[config.mk]
export PLATFORM = sky130hd
export DESIGN_NAME = reg_32b_flat
export DESIGN_NICKNAME = d
export VERILOG_FILES = /design/src/rtl/reg_32b_if.sv /design/src/rtl/reg_32b.sv /design/src/flat_wrapper.sv
export SDC_FILE = /design/constraint.sdc
export NUM_CORES = 2
export LEC_CHECK = 0
export BUFFER_PORTS_ARGS = -buffer_cell sky130_fd_sc_hd__buf_4
export CAP_MARGIN = 20
export CORE_MARGIN = 4
export CORE_UTILIZATION = 30
export CTS_BUF_LIST = sky130_fd_sc_hd__clkbuf_4 sky130_fd_sc_hd__clkbuf_8
export DETAILED_ROUTE_END_ITERATION = 10
export HOLD_SLACK_MARGIN = 0.08
export PLACE_DENSITY = 0.47
export SYNTH_ARGS = -nofsm -noshare
export SYNTH_HDL_FRONTEND = slang
export SYNTH_SLANG_ARGS = --single-unit
[constraint.sdc]
create_clock -name clk -period 35.6 [get_ports clk]
set_input_delay 1.78 -clock clk [delete_from_list [all_inputs] [get_ports clk]]
set_output_delay 1.78 -clock clk [all_outputs]
set_load 0.02 [all_outputs]
[src/rtl/reg_32b_if.sv]
// Register-file access bus: shared address, write data, active-low write enable, read data.
// The master drives address/data/enable; the slave (register file) drives read data.
interface reg_32b_if #(
  parameter int unsigned DATA_W = 32,
  parameter int unsigned ADDR_W = 5
);
  logic [ADDR_W-1:0] addr;
  logic [DATA_W-1:0] d_in;
  logic              we_;
  logic [DATA_W-1:0] d_out;

  modport master (output addr, output d_in, output we_, input d_out);
  modport slave  (input addr, input d_in, input we_, output d_out);
endinterface

[src/rtl/reg_32b.sv]
// General-purpose register file: one synchronous write port, one combinational read port.
// Optional macro REG_ZERO_WIRED_EN makes word 0 a hardwired zero (RISC-style r0).
module reg_32b #(
  parameter int unsigned DATA_W = 32,
  parameter int unsigned ADDR_W = 5,
  parameter int unsigned DATA_D = 32
) (
  input logic     clk,
  input logic     reset_,
  reg_32b_if.slave bus
);

`ifdef REG_ZERO_WIRED_EN
  localparam int unsigned FirstWord = 1;
`else
  localparam int unsigned FirstWord = 0;
`endif

  logic [DATA_W-1:0] ff_q [DATA_D];
  logic [DATA_W-1:0] ff_d [DATA_D];

  // Only in-range addresses ever match, so out-of-range writes fall through untouched.
  always_comb begin
    ff_d = ff_q;
    if (!bus.we_) begin
      for (int unsigned i = FirstWord; i < DATA_D; i++) begin
        if (bus.addr == ADDR_W'(i)) begin
          ff_d[i] = bus.d_in;
        end
      end
    end
  end

  // Out-of-range (and wired-zero) addresses leave the default of zero on the read port.
  always_comb begin
    bus.d_out = '0;
    for (int unsigned i = FirstWord; i < DATA_D; i++) begin
      if (bus.addr == ADDR_W'(i)) begin
        bus.d_out = ff_q[i];
      end
    end
  end

  always_ff @(posedge clk or posedge reset_) begin
    if (reset_) begin
      ff_q <= '{default: '0};
    end else begin
      ff_q <= ff_d;
    end
  end

endmodule

[src/flat_wrapper.sv]
// flat-port wrapper written by rule: the top's interface ports become plain ports
module reg_32b_flat 
#(
  parameter int unsigned DATA_W = 32,
  parameter int unsigned ADDR_W = 5,
  parameter int unsigned DATA_D = 32
)
  (clk, reset_, bus_addr, bus_d_in, bus_we_, bus_d_out);
  reg_32b_if #(.DATA_W(DATA_W), .ADDR_W(ADDR_W)) bus_i ();
  input logic clk;
  input logic reset_;
  input wire logic [$bits(bus_i.addr)-1:0] bus_addr;
  input wire logic [$bits(bus_i.d_in)-1:0] bus_d_in;
  input wire logic [$bits(bus_i.we_)-1:0] bus_we_;
  output wire logic [$bits(bus_i.d_out)-1:0] bus_d_out;
  assign bus_i.addr = bus_addr;
  assign bus_i.d_in = bus_d_in;
  assign bus_i.we_ = bus_we_;
  assign bus_d_out = bus_i.d_out;
  reg_32b #(.DATA_W(DATA_W), .ADDR_W(ADDR_W), .DATA_D(DATA_D)) u_core (.clk(clk), .reset_(reset_), .bus(bus_i));
endmodule
==> run metrics <==
area of the multi-input gates=0.0204 mm^2; Die H=406 um; post-synth cell types=80; synth warn=0; first-pass GRT wire length=around 240 mm; share of the synthesized area in the top cell type=53.9%; global placement routability congestion=0.810; DR iter-0 viols=2,930; relative slew slack=between 10% and 20%; total CTS buffers=approximately 180; IO Count=72; area leader, netlist=dfrtp_1; Starting Density=30.3%; Rows=between 100 and 150; layout cells sized above 1=39.7%; clk buf depth=3; Post-synth EDFFs=0; VDD IR-drop max=35.6 uV; Final min period=about 7.8 ns; final period utilization=21.8%; Die Wd=406 um; H-tree Lvls=4; Setup WS pre-CTS=27.91 ns; synthesized net count=around 3,800; CTS tree=built; die area=approximately 0.17 mm^2; cts repair resizes=0; Cells after Synth=3,774; Worst setup SP type=input port; Crit Path Max Fanout=114; largest net degree at the start of global routing=161; Setup Fix Bufs, Post-CTS=0; via count=between 30,000 and 40,000; grt ovf=0; vias in the first global route=between 30,000 and 40,000; CTS clk-pin slew, worst paths=0.06 ns; worst hold path class=flop to flop; Top FF cell, synth=dfrtp_1; Nets=approximately 3,800; max_cap viols=0; drt wl/cell=28.0 um; Yosys reg bits=1,024; port bufs=71; Largest Register=u_core.ff_q; clk_lat worst skew=between 0.8 and 0.9 ns; initial antenna violation count=9; RSZ-0062 raised after global routing=false; Reg area=0.0256 mm^2; Total Negative Setup Slacks=0 ns; clock sinks=1,024; syn_area_per_cell=about 13 um^2; Worst Skew=0 ns; DRC errors left=0; Root Buffer=clkbuf_8; Syn Std Cell Area=~0.048 mm^2; Detail Placement HPWL=99.0 mm; pwr dens=57.3 mW/mm^2; ys async rst share=100%; Pleak=23.4 nW; dominant cells by area after synthesis=dfrtp_1, mux2_2, mux2_1; Fin. Hold Viols=0; Fmax=around 0.13 GHz; Max Slew Vio Count=0; setup ws final=27.83 ns; core box area=0.157 mm^2; Area growth, synth to finish=12.8%; largest registers=u_core.ff_q x1024; CP required=33.82 ns; FILL cells=approximately 16,000; Largest register FFs=1,024; WS Path Type=input port to primary output; Critical Path Sink Type=primary output; status=finished, final reports clean; area post-placement=0.0499 mm^2; Total Wirelength=167 mm; DR pass1 iterations=6; register area share after synthesis=a little over half; remaining antenna violation count=0; Design Area, Final=0.0537 mm^2; Slew @ Worst Pin=1.20 ns; Tot GR Track Use=20.1%; worst endpoint data arrival time=5.99 ns; vias per cell=5.48; Setup-failing EPs final=0; hold buffers post-CTS=0
[stage by stage]
step	power [mW]	util [%]	cells	hold WS [ns]
6_report	3.08	34.2	5952	0.483
5_1_grt	3.22	34.2	5949	0.492
4_1_cts	3.11	34.2	5946	0.487
3_5_place_dp	1.95	31.8	5632	0.474
3_3_place_gp	1.94	31.8	5631	0.461
2_1_floorplan	1.81	-	3774	0.452
[synth_stat cells, drive strengths merged, types with 8 or more instances]
| cell | instances |
|---|---|
| a2111oi | 17 |
| a211o | 15 |
| a21oi | 144 |
| a221oi | 37 |
| a22o | 11 |
| a22oi | 77 |
| a31oi | 38 |
| and2 | 31 |
| and3 | 24 |
| buf | 187 |
| clkbuf | 177 |
| dfrtp | 1024 |
| mux2 | 1030 |
| mux2i | 40 |
| nand2 | 130 |
| nand2b | 12 |
| nand3 | 26 |
| nand3b | 28 |
| nand4 | 17 |
| nor2 | 128 |
| nor2b | 73 |
| nor3 | 35 |
| nor3b | 8 |
| o21ai | 150 |
| o221a | 10 |
| o221ai | 89 |
| o22a | 17 |
| o22ai | 75 |
| o31ai | 29 |
| or2 | 20 |
[power breakdown]
group / total, mW / internal [mW] / switching, mW
clock: 1.14 / 0.632 / 0.507
combinational: 0.425 / 0.217 / 0.208
sequential: 1.51 / 1.39 / 0.120
total: 3.08 / 2.24 / 0.834
[logic make-up after synthesis]
kind of cell           share of synthesized area [%]
AND/OR/NAND/NOR                                 6.36
multiplexers                                    25.3
buffers and inverters                           3.66
flip-flops                                      53.9
AO/OA/AOI/OAI                                   10.8
[layout by cell type (no fill, tap or decap), types with 21 or more instances in the layout]
cell         n
nor2_1      97
mux2_1      76
nor2b_1     72
clkbuf_4    66
nand3_1     25
a21oi_1    143
a221oi_1    21
buf_4      159
nand3b_1    28
and3_1      24
o21ai_0    146
a31oi_1     38
nor3_1      31
nand2_1    116
o31ai_1     29
mux2i_1     40
o221ai_1    89
and2_1      31
dfrtp_1   1024
o22ai_1     75
mux2_2     954
clkbuf_8   218
a22oi_1     77
[worst paths after layout]
| check | to | slack (ns) | start | cells after the start |
|---|---|---|---|---|
| setup / recovery | bus_d_out[20] | 27.83 | bus_addr[0] | 11 |
| min in group asynchronous | u_core.ff_q[5]$_DFFE_PP0P_ | 0.95 | reset_ | 2 |
| hold reg to reg | u_core.ff_q[711]$_DFFE_PP0P_ | 0.48 | u_core.ff_q[711]$_DFFE_PP0P_ | 1 |
| setup reg to reg | u_core.ff_q[544]$_DFFE_PP0P_ | 34.75 | u_core.ff_q[544]$_DFFE_PP0P_ | 1 |
| max in group asynchronous | u_core.ff_q[792]$_DFFE_PP0P_ | 30.00 | reset_ | 7 |
| hold / removal | u_core.ff_q[711]$_DFFE_PP0P_ | 0.48 | u_core.ff_q[711]$_DFFE_PP0P_ | 1 |
[critical path, stage by stage]
cell	delay, ns
clkbuf_8	0.44
buf_12	0.53
nor2b_1	0.22
nand3_1	0.15
buf_4	0.49
o22ai_1	0.17
nor4b_1	1.00
a2111oi_0	0.30
clkbuf_2	0.23
nor3_1	0.33
buf_4	0.21
[layout make-up]
type                       count  share of cell area, %
antenna                        5                 0.0233
clock buffer                 283                   6.49
clock inverter                31                  0.457
inverter                       5                 0.0490
multi-input combinational   2381                   38.1
sequential                  1024                   47.7
tap                         2058                   4.80
timing repair buffer         165                   2.36
[layer usage]
layer / global-route usage, % / vias up / wire length [um]
met4: 6.67 / 6 / 4600
li1: - / 13900 / -
met3: 3.43 / 262 / 9050
met1: 28.2 / 17400 / 76800
met5: 0 / - / 34
met2: 31.6 / 1006 / 76300
Note: power is estimated with default switching activity, not from simulation.
